--- src/rtl/stopwatch_count.sv ---
// BCD MM:SS stopwatch core with internal 1 Hz count and 2 Hz adjust enables.
// Supports pause toggle, per-field adjust up/down, and hold.
module stopwatch_count #(
    parameter int unsigned ONE_HZ_DIV = 100_000_000,
    parameter int unsigned ADJ_DIV    = 50_000_000
) (
    input  logic       clk,
    input  logic       reset,
    input  logic       pause,
    input  logic [1:0] adjust,
    input  logic       select,
    output logic [3:0] min1,
    output logic [3:0] min0,
    output logic [3:0] sec1,
    output logic [3:0] sec0
);

    localparam int unsigned Div1W = (ONE_HZ_DIV > 1) ? $clog2(ONE_HZ_DIV) : 1;
    localparam int unsigned Div2W = (ADJ_DIV > 1) ? $clog2(ADJ_DIV) : 1;
    localparam logic [Div1W-1:0] Div1Max = Div1W'(ONE_HZ_DIV - 1);
    localparam logic [Div2W-1:0] Div2Max = Div2W'(ADJ_DIV - 1);

    typedef enum logic [1:0] {
        ModeNormal = 2'b00,
        ModeUp     = 2'b01,
        ModeDown   = 2'b10,
        ModeHold   = 2'b11
    } mode_e;

    typedef enum logic [0:0] {
        StRun,
        StPaused
    } state_e;

    // Tens digit in [7:4], units digit in [3:0].
    function automatic logic [7:0] bcd_inc(input logic [7:0] v, input logic [3:0] tens_max);
        logic [7:0] r;
        if (v[3:0] == 4'd9) begin
            r[3:0] = 4'd0;
            r[7:4] = (v[7:4] == tens_max) ? 4'd0 : v[7:4] + 4'd1;
        end else begin
            r[3:0] = v[3:0] + 4'd1;
            r[7:4] = v[7:4];
        end
        return r;
    endfunction

    function automatic logic [7:0] bcd_dec(input logic [7:0] v, input logic [3:0] tens_max);
        logic [7:0] r;
        if (v[3:0] == 4'd0) begin
            r[3:0] = 4'd9;
            r[7:4] = (v[7:4] == 4'd0) ? tens_max : v[7:4] - 4'd1;
        end else begin
            r[3:0] = v[3:0] - 4'd1;
            r[7:4] = v[7:4];
        end
        return r;
    endfunction

    logic [Div1W-1:0] div1_q, div1_d;
    logic [Div2W-1:0] div2_q, div2_d;
    logic             tick1, tick2;
    logic             pause_q;
    logic             pause_rise;
    state_e           state_q, state_d;
    logic             count_en;
    mode_e            mode;
    logic [7:0]       sec_q, sec_d;
    logic [7:0]       min_q, min_d;

    // Enable tick dividers; both free-run in every mode.
    always_comb begin
        tick1  = (div1_q == Div1Max);
        tick2  = (div2_q == Div2Max);
        div1_d = tick1 ? '0 : div1_q + Div1W'(1);
        div2_d = tick2 ? '0 : div2_q + Div2W'(1);
    end

    always_ff @(posedge clk) begin
        if (reset) begin
            div1_q  <= '0;
            div2_q  <= '0;
            pause_q <= 1'b0;
        end else begin
            div1_q  <= div1_d;
            div2_q  <= div2_d;
            pause_q <= pause;
        end
    end

    assign pause_rise = pause & ~pause_q;

    // Run/paused FSM: state register.
    always_ff @(posedge clk) begin
        if (reset) begin
            state_q <= StRun;
        end else begin
            state_q <= state_d;
        end
    end

    // Run/paused FSM: next state.
    always_comb begin
        state_d = state_q;
        unique case (state_q)
            StRun:    if (pause_rise) state_d = StPaused;
            StPaused: if (pause_rise) state_d = StRun;
            default:  state_d = StRun;
        endcase
    end

    // Run/paused FSM: output uses the pre-toggle state.
    always_comb begin
        count_en = (state_q == StRun);
    end

    assign mode = mode_e'(adjust);

    always_comb begin
        sec_d = sec_q;
        min_d = min_q;
        unique case (mode)
            ModeNormal: begin
                if (tick1 && count_en) begin
                    sec_d = bcd_inc(sec_q, 4'd5);
                    if (sec_q == 8'h59) begin
                        min_d = bcd_inc(min_q, 4'd9);
                    end
                end
            end
            ModeUp: begin
                if (tick2) begin
                    if (select) sec_d = bcd_inc(sec_q, 4'd5);
                    else        min_d = bcd_inc(min_q, 4'd9);
                end
            end
            ModeDown: begin
                if (tick2) begin
                    if (select) sec_d = bcd_dec(sec_q, 4'd5);
                    else        min_d = bcd_dec(min_q, 4'd9);
                end
            end
            ModeHold: begin
                sec_d = sec_q;
                min_d = min_q;
            end
            default: begin
                sec_d = sec_q;
                min_d = min_q;
            end
        endcase
    end

    always_ff @(posedge clk) begin
        if (reset) begin
            sec_q <= 8'h00;
            min_q <= 8'h00;
        end else begin
            sec_q <= sec_d;
            min_q <= min_d;
        end
    end

    assign min1 = min_q[7:4];
    assign min0 = min_q[3:0];
    assign sec1 = sec_q[7:4];
    assign sec0 = sec_q[3:0];

endmodule

--- config.mk ---
export PLATFORM = sky130hd
export DESIGN_NAME = stopwatch_count
export DESIGN_NICKNAME = d
export VERILOG_FILES = /design/src/rtl/stopwatch_count.sv
export SDC_FILE = /design/constraint.sdc
export NUM_CORES = 1
export LEC_CHECK = 0
export ABC_AREA = 0
export BUFFER_PORTS_ARGS = -buffer_cell sky130_fd_sc_hd__buf_2
export CORE_MARGIN = 3
export CORE_UTILIZATION = 39
export CTS_BUF_LIST = sky130_fd_sc_hd__clkbuf_4
export CTS_CLUSTER_DIAMETER = 40
export CTS_CLUSTER_SIZE = 28
export DETAILED_ROUTE_END_ITERATION = 10
export PLACE_DENSITY = 0.6
export RECOVER_POWER = 50
export SYNTH_ARGS = -nofsm -noshare
export SYNTH_HDL_FRONTEND = slang
export SYNTH_SLANG_ARGS = --single-unit
--- constraint.sdc ---
create_clock -name clk -period 6.12 [get_ports clk]
set_clock_uncertainty 0.15 [all_clocks]
set_input_delay 0.612 -clock clk [delete_from_list [all_inputs] [get_ports clk]]
set_output_delay 0.612 -clock clk [all_outputs]
set_load 0.1 [all_outputs]
==> results of run 1 <==
[sequential cells by signal (all words and copies together), names as in the netlist]
name / count
div1_q: 27
div2_q: 26
min_q: 8
pause_q: 1
sec_q: 8
state_q: 1
[area by class of cell]
class / instances / area (um2)
clock buffers: 9 / 67.6
clock inverters: 7 / 111
fillers: 986 / 5540
inverters: 17 / 63.8
multi-input cells: 378 / 2410
flip-flops and latches: 71 / 1420
well taps: 133 / 166
repair buffers: 22 / 87.6
[metal layers]
layer,wire length (um),track usage (%),vias up
met2,4010,25.1,65
met5,0,0,-
met1,4330,21.9,1654
li1,-,-,1770
met4,127,5.75,0
met3,391,2.89,11
[metrics by stage]
| step | hold WS [ns] | area (um2) |
|---|---|---|
| floorplan | 0.268 | 3990 |
| global placement | 0.279 | 4170 |
| detailed placement | 0.289 | 4170 |
| CTS | 0.284 | 4350 |
| global route | 0.303 | 4330 |
| finish | 0.288 | 4330 |
[synthesized netlist by cell type (all sizes together), types with 2 or more instances]
library cell / count / area share, %
nor3: 16 / 2.0
o211ai: 2 / 0.38
xnor2: 39 / 8.6
a32o: 3 / 0.75
a211oi: 2 / 0.38
buf: 3 / 0.31
mux2: 4 / 1.1
o21bai: 2 / 0.38
nor2b: 9 / 1.4
o221ai: 3 / 0.66
nor4b: 3 / 0.66
a21oi: 7 / 0.97
a221oi: 2 / 0.60
clkbuf: 23 / 2.2
nand4: 18 / 2.8
dfxtp: 71 / 36
nand3: 24 / 3.0
nor3b: 5 / 0.94
inv: 16 / 1.5
and3: 10 / 1.6
ha: 8 / 2.5
nand2: 37 / 3.5
o32ai: 2 / 0.44
and2: 5 / 0.78
a311oi: 2 / 0.44
or4: 4 / 0.85
o22ai: 2 / 0.31
nor4: 17 / 2.7
o21ai: 17 / 2.1
nand3b: 2 / 0.38
nor4bb: 2 / 0.50
nand2b: 7 / 1.1
o31a: 2 / 0.44
or3: 4 / 0.63
a31oi: 3 / 0.47
and4: 7 / 1.5
mux2i: 7 / 1.8
or3b: 2 / 0.44
xor2: 13 / 2.9
nor2: 69 / 6.5
o221a: 2 / 0.56
[kinds of logic after synthesis]
kind of cell / count (synthesis) / synth area share (%)
fa+ha+maj: 8 / 2.51
compound gates: 61 / 11.2
mux: 11 / 2.88
flops: 71 / 35.6
simple gates: 246 / 32.4
buf+inv: 43 / 4.07
xor+xnor: 52 / 11.4
[power by group through the flow]
stage | Sequential [W] | Combinational (W) | Clock, W
after floorplan | 0.000494 | 0.0000390 | 0
after global placement | 0.000487 | 0.0000572 | 0
after detailed placement | 0.000488 | 0.0000579 | 0
after CTS | 0.000477 | 0.0000582 | 0.000386
after global routing | 0.000479 | 0.0000636 | 0.000408
final | 0.000477 | 0.0000569 | 0.000379
[worst paths after layout]
check	slack, ns	to	cells after the start
worst max-delay path	3.01	div2_q[9]	5
worst min-delay path	0.29	pause_q	2
worst max register to register	3.07	div2_q[9]	5
worst min register to register	0.31	div2_q[0]	1
==> results.txt, run 1 <==
Status - finished clean
Most frequent cells in the layout - dfxtp_1 (71), nor2_1 (69), xnor2_1 (39)
Clock slew at reported path FFs - 0.12 ns
Hold Fails Final Rpt - 0
TritonCTS sink count - 71
Seq cells post-synth - 71
Synth Area per Inst - 8.12 um2
Power share of the clock group - 41.5%
Total GRT Usage - 16.0%
Syn nets - 506
Die area - 11,500 um2
Largest net degree at the start of global routing - 27
Int Pwr - 0.000690 W
Cts hold-fix bufs - 0
Commonest non-fill, non-tap cell in the layout - dfxtp_1
Cts repair resizes - 0
Grt total ovfl - 0
Worst slew pin tran - 1.18 ns
Crit-path cells - clkbuf_1, clkinv_1, o21ai_0, clkbuf_1, nor2_1
Final min period - 3.11 ns
N_diodes - 0
TritonCTS clock tree - built
Asr flop ratio synth - 0%
Routed wire length - 8860 um
Worst Path Required - 6.23 ns
Inst Count DP - 621
Number of synthesized flops with an enable pin - 0
Delay of the slowest critical-path stage - 0.84 ns
Vias/cell - 5.49
Critical path class - in -> reg
Row count - 36
Worst skew pair latency - 0.43 ns
Slew Viols, Final - 0
Routed len/inst - 13.9 um
H-tree levels - 3
CTS max path bufs - 2
Core region area - 9860 um2
CTS Buf Count - 9
Library cells used by synthesis - 63
Buffers added on ports - 21
Hpwl dp - 6050 um
P&R area growth vs syn - 8.36%
Power consumption - 0.000913 W
GP Congestion - 0.827
Die Ht - 107 um
Nets - 513
Peak supply drop - 0.0865 mV
Post-synthesis cell count - 492
Mapped Area - 3990 um2
Unrepaired setup endpoints after global routing - false
CP Max Fanout - 25
Util after Layout - 43.9%
Setup WS post-layout - 3.01 ns
Finished Layout Cells - 637
Vias in the first global route - 3,200
Headroom to the max-slew limit - 21.7%
Starting Density - 40.5%
Worst r2r src - div2_q[8]
DR vias - 3,500
Logic pwr share - 6.2%
CP Capture Type - flop
Clk root buf - clkbuf_4
Ports - 22
Fraction of layout cells with a size suffix above 1 - 5.95%
NetSw - 0.000223 W
First-pass DRT Iterations - 4
Leak pwr - 1.40 nW
Top_reg_cell synth - dfxtp_1
Critical path startpoint category - input pin
Sequential share of power - 52.3%
Critical path arrival - 3.22 ns
Initial DRC count - 242
DRC Markers - 0
Yosys warning total - 0
Place WS - 3.24 ns
Initial antenna violation count - 0
Fin crit share - 50.8%
Switching Fraction - 24.5%
Post-route ant nets - 0
CP dominant cell by count - clkbuf_1
Global-route wire length before repair - 15,200 um
Max cap viols - 0
Cell family with most CP delay - buffers and inverters
# Post-CTS Setup Buffers - 0
F_max - 322 MHz
Critical path origin - reset
Worst Hold Launch - pause
Worst Hold Class - in -> reg
Buf+Inv Stages, Crit Path - 3
Endpoints failing setup - 0
Pwr dens - 211 nW/um2
Chip Width - 107 um
Sequential area share after synthesis - 35.6%
CP max stage cell - clkbuf_1
Setup_tns - 0 ns
No activity file was read; power rests on OpenSTA's default activity.
==> run 2, diff against run 1 <==
--- a/config.mk
+++ b/config.mk
@@ -13,7 +13,7 @@
 export CTS_CLUSTER_DIAMETER = 40
 export CTS_CLUSTER_SIZE = 28
 export DETAILED_ROUTE_END_ITERATION = 10
-export PLACE_DENSITY = 0.6
+export PLACE_DENSITY = 0.62
 export RECOVER_POWER = 50
 export SYNTH_ARGS = -nofsm -noshare
 export SYNTH_HDL_FRONTEND = slang
==> constraint.sdc (replaced) <==
create_clock -name clk -period 2.7 [get_ports clk]
set_clock_uncertainty 0.15 [all_clocks]
set_input_delay 0.27 -clock clk [delete_from_list [all_inputs] [get_ports clk]]
set_output_delay 0.27 -clock clk [all_outputs]
set_load 0.1 [all_outputs]
==> results.txt, run 2 (same netlist as run 1, synthesis figures left out) <==
Status - finished clean
Leak pwr - 1.48 nW
N_diodes - 0
Unrepaired setup endpoints after global routing - true
P&R area growth vs syn - 10.9%
DR vias - 3,542
TritonCTS clock tree - built
Clk root buf - clkbuf_4
Buffers added on ports - 21
Switching Fraction - 25.5%
Slew Viols, Final - 0
CP Capture Type - flop
Cell family with most CP delay - simple AND/OR/NAND/NOR gates
GP Congestion - 0.825
Die area - 11,500 um2
Dpl cell area - 4290 um2
Hold Fails Final Rpt - 0
Initial DRC count - 181
Critical path class - reg -> reg
Die Ht - 107 um
Fin crit share - 97.2%
CP Max Fanout - 3
First-pass DRT Iterations - 4
Row count - 36
Int Pwr - 0.00140 W
Delay of the slowest critical-path stage - 0.55 ns
Setup_tns - 0 ns
Core region area - 9860 um2
NetSw - 0.000481 W
Inst Count DP - 636
CP dominant cell by count - or4_4
Worst Path Required - 2.91 ns
# Post-CTS Setup Buffers - 0
Grt total ovfl - 0
Critical path startpoint category - flop
Final min period - 2.62 ns
Vias in the first global route - 3,450
Total GRT Usage - 16.6%
Sequential share of power - 57.3%
F_max - 381 MHz
Logic pwr share - 7.4%
Biggest regs - div1_q (27), div2_q (26)
Fin area - 4430 um2
Util after Layout - 44.9%
Power share of the clock group - 35.3%
Worst skew pair latency - 0.42 ns
Headroom to the max-slew limit - 21.8%
Critical path arrival - 2.83 ns
Global-route wire length before repair - 15,900 um
CP max stage cell - or4_4
Routed wire length - 9110 um
H-tree levels - 3
Fraction of layout cells with a size suffix above 1 - 10.8%
Initial antenna violation count - 0
Filler cells - 974
Power consumption - 0.00189 W
Commonest non-fill, non-tap cell in the layout - nor2_1
Chip Width - 107 um
Sequential standard cell area - 1430 um2
Reg with most FFs - div1_q
Starting Density - 40.5%
CTS max path bufs - 2
Pwr dens - 426 nW/um2
Max cap viols - 0
Post-route ant nets - 0
Endpoints failing setup - 0
Nets - 529
TritonCTS sink count - 71
Peak supply drop - 0.245 mV
Clock slew at reported path FFs - 0.11 ns
Hpwl dp - 6340 um
Worst slew pin tran - 1.18 ns
DRC Markers - 0
Vias/cell - 5.42
Buf+Inv Stages, Crit Path - 1
Ports - 22
Crit-path cells - or4_1, or4_4, buf_4, or4_4, a21oi_2, o221a_1
Most frequent cells in the layout - nor2_1 (69), dfxtp_1 (67), xnor2_1 (39)
Routed len/inst - 14.0 um
Max FFs per register - 27
Finished Layout Cells - 653
Largest net degree at the start of global routing - 27
CTS Buf Count - 9
Area occupied by multi-input gates - 2430 um2
Worst Hold Class - in -> reg
run 2: cell count changes in the layout (fill, tap and decap cells not counted), sizes merged:
cell,previous run,this run
clkbuf,27,29
dlygate4sd3,0,1
bufinv,3,1
buf,4,19
clkinv,4,5
clkinvlp,1,0
run 2: final timing paths:
path / depth (start not counted) / slack, ns / start / endpoint
max reg2reg: 6 / 0.08 / div2_q[24] / sec_q[4]
min reg2reg: 1 / 0.30 / div2_q[0] / div2_q[0]
min: 2 / 0.11 / reset / state_q
max: 6 / 0.08 / div2_q[24] / sec_q[4]
run 2: power by group through the flow:
stage | combinational, W | clock, W | sequential (W)
global route | 0.000152 | 0.000720 | 0.00109
finish | 0.000139 | 0.000665 | 0.00108
floorplan | 0.0000883 | 0 | 0.00112
CTS | 0.000141 | 0.000680 | 0.00108
detailed placement | 0.000138 | 0 | 0.00110
global placement | 0.000135 | 0 | 0.00110
run 2: layout make-up:
type                            count  share of cell area, %
Multi-Input combinational cell    378                   54.8
Tap cell                          133                   3.76
Inverter                           17                   1.44
Timing Repair Buffer               38                   4.86
Clock buffer                       11                   1.86
Clock inverter                      5                   1.10
Sequential cell                    71                   32.2
run 2: stage by stage:
step                      hold WS (ns)  worst slack, ns
after floorplan                  0.248           0.0676
after global placement           0.277            0.102
after detailed placement         0.289          -0.0355
after CTS                        0.105           0.0520
after global routing             0.106         -0.00328
final                            0.105           0.0758
run 2: repair_timing:
item	in CTS	in global routing
gates resized for setup	2	4
hold buffers	1	0
endpoints found under the setup margin	1	6
hold endpoints to repair	1	0
pin swaps	0	1
run 2: layer usage:
layer  GRT usage [%]  share of wire, %
met5               0                 0
met4            4.75               1.3
met2            27.1                46
met1            22.3                50
met3            3.43               2.8
==> run 3, diff against run 2 <==
--- a/config.mk
+++ b/config.mk
@@ -5,7 +5,7 @@
 export SDC_FILE = /design/constraint.sdc
 export NUM_CORES = 1
 export LEC_CHECK = 0
-export ABC_AREA = 0
+export ABC_AREA = 1
 export BUFFER_PORTS_ARGS = -buffer_cell sky130_fd_sc_hd__buf_2
 export CORE_MARGIN = 3
 export CORE_UTILIZATION = 39
==> results.txt, run 3 <==
Worst r2r dst - div1_q[7]
Buf+Inv Stages, Crit Path - 1
Worst slew pin tran - 1.17 ns
Starting Density - 40.9%
Most instantiated cells after synthesis - nand2_1 (137), nor2_1 (98), inv_1 (91)
Nets - 669
Slew Viols, Final - 0
Vias/cell - 4.90
Pwr dens - 465 nW/um2
Largest net degree at the start of global routing - 27
Global-route wire length before repair - 15,100 um
Critical path class - reg -> out
Status - finished clean
Fin area - 4470 um2
Reg with most FFs - div1_q
Worst R2R Path Depth - 9
Place WS - 0.599 ns
Peak supply drop - 0.220 mV
Core region area - 10000 um2
Ports - 22
CTS max path bufs - 2
Headroom to the max-slew limit - 22.6%
Worst Path Required - 2.28 ns
Worst hold slack - 0.205 ns
Syn nets - 640
Hold path depth - 6
Fin crit share - 82.0%
Clk root buf - clkbuf_4
Row count - 36
Critical path startpoint category - flop
Area occupied by multi-input gates - 2260 um2
Clock slew at reported path FFs - 0.11 ns
CTS Buf Count - 9
P&R area growth vs syn - 9.27%
N_diodes - 0
Unrepaired setup endpoints after global routing - false
Die area - 11,800 um2
Asr flop ratio synth - 0%
Max FFs per register - 27
TritonCTS clock tree - built
Total GRT Usage - 15.7%
Dpl cell area - 4340 um2
Cell taking the most area after synthesis - dfxtp_1
H-tree levels - 3
Mapped Area - 4090 um2
Hold Fails Final Rpt - 0
Chip Width - 108 um
GP Congestion - 0.887
CP Max Fanout - 6
Post-synthesis cell count - 626
Synth top area share - 34.8%
Top_reg_cell synth - dfxtp_1
Crit-path cells - clkbuf_1
F_max - 452 MHz
Ranking of synthesized cells by area - dfxtp_1 (35%), nand2_1 (13%), nor2_1 (9.0%)
Worst Hold Class - in -> reg
Hpwl dp - 6640 um
Critical path arrival - 1.79 ns
Commonest non-fill, non-tap cell in the layout - nand2_1
Final min period - 2.21 ns
Leak pwr - 1.69 nW
TritonCTS sink count - 71
Sequential standard cell area - 1420 um2
Initial antenna violation count - 0
Fraction of layout cells with a size suffix above 1 - 6.07%
Worst skew pair latency - 0.41 ns
Setup WS post-layout - 0.487 ns
Initial DRC count - 218
CP Capture Type - output pin
Biggest regs - div1_q (27), div2_q (26)
Routed wire length - 8790 um
Filler cells - 1,046
Number of synthesized flops with an enable pin - 0
First-pass DRT Iterations - 4
Max cap viols - 0
Grt total ovfl - 0
Buffers added on ports - 21
Most frequent cells in the layout - nand2_1 (139), nor2_1 (99), inv_1 (91)
DR vias - 3,882
Cts repair resizes - 0
Routed len/inst - 11.1 um
Library cells used by synthesis - 37
Hold worst-path end - sec_q[1]
Cell family with most CP delay - buffers and inverters
Setup_tns - 0 ns
Seq cells post-synth - 71
DRC Markers - 0
Worst r2r src - div1_q[0]
Synth Area per Inst - 6.53 um2
Levels on crit path - 1
Delay of the slowest critical-path stage - 0.90 ns
R2R setup slack - 0.53 ns
Die Ht - 108 um
Most common cell in the synthesized netlist - nand2_1
Sequential area share after synthesis - 34.8%
Post-route ant nets - 0
CP max stage cell - clkbuf_1
Worst Hold Launch - adjust[0]
Vias in the first global route - 3,519
Endpoints failing setup - 0
Yosys warning total - 0
run 3: changes by cell type in the layout (fill, tap and decap cells not counted), sizes merged, moves of 10 or more:
| cell | change |
|---|---|
| nor4 | -10 |
| nor2 | +33 |
| and3 | -10 |
| nand3 | +13 |
| nor3 | +12 |
| a21oi | +33 |
| buf | -13 |
| xnor2 | -30 |
| nand2 | +105 |
| inv | +75 |
run 3: repair_timing:
action                                 in CTS  in global routing
hold buffers                                2                  0
endpoints found under the hold margin       5                  0
buffers inserted                            0                  0
run 3: kinds of logic (layout without fill, tap and decap cells):
family	Yosys count	count (layout)	synth area share (%)
buffers and inverters	101	134	9.70
flip-flops	71	71	34.8
AO/OA/AOI/OAI	73	73	9.85
AND/OR/NAND/NOR	356	356	39.6
XOR/XNOR	17	17	3.64
adder cells (fa/ha/maj)	8	8	2.45
run 3: per-stage QoR:
step	std cells	total power (W)	util (%)
floorplan	626	0.00131	-
global placement	775	0.00135	43.4
detailed placement	775	0.00135	43.4
CTS	792	0.00211	45.1
global route	792	0.00217	44.7
finish	792	0.00208	44.7
run 3: metal layers:
| metal | wire length (um) | vias up | global-route usage (%) |
|---|---|---|---|
| met3 | 234 | 17 | 3.10 |
| met4 | 161 | 0 | 5.86 |
| met2 | 4040 | 47 | 25.7 |
| met5 | 0 | - | 0 |
| li1 | - | 2077 | - |
| met1 | 4360 | 1741 | 20.3 |
run 3: cell type report:
type / count / area share [%]
clock buffer: 10 / 1.68
clock inverter: 5 / 1.65
inverter: 93 / 7.81
multi-input combinational: 454 / 50.6
sequential: 71 / 31.8
tap: 133 / 3.72
timing repair buffer: 26 / 2.77
run 3: power by group:
group / total (W) / leakage (nW) / switching, W / internal (W)
logic: 0.000242 / 1.04 / 0.000182 / 0.0000605
registers: 0.00109 / 0.574 / 0.0000220 / 0.00107
clock network: 0.000746 / 0.0837 / 0.000370 / 0.000375
total: 0.00208 / 1.69 / 0.000574 / 0.00150
run 3: how the worst max path moves through the flow:
stage	end	startpoint	slack [ns]
4_1_cts	div1_q[7]	div1_q[0]	0.59
3_3_place_gp	div1_q[13]	div1_q[0]	0.67
3_5_place_dp	div1_q[13]	div1_q[0]	0.60
5_1_grt	sec_q[5]	div1_q[0]	0.26
6_report	sec1[0]	sec_q[4]	0.49
2_1_floorplan	sec_q[6]	sec_q[4]	0.23
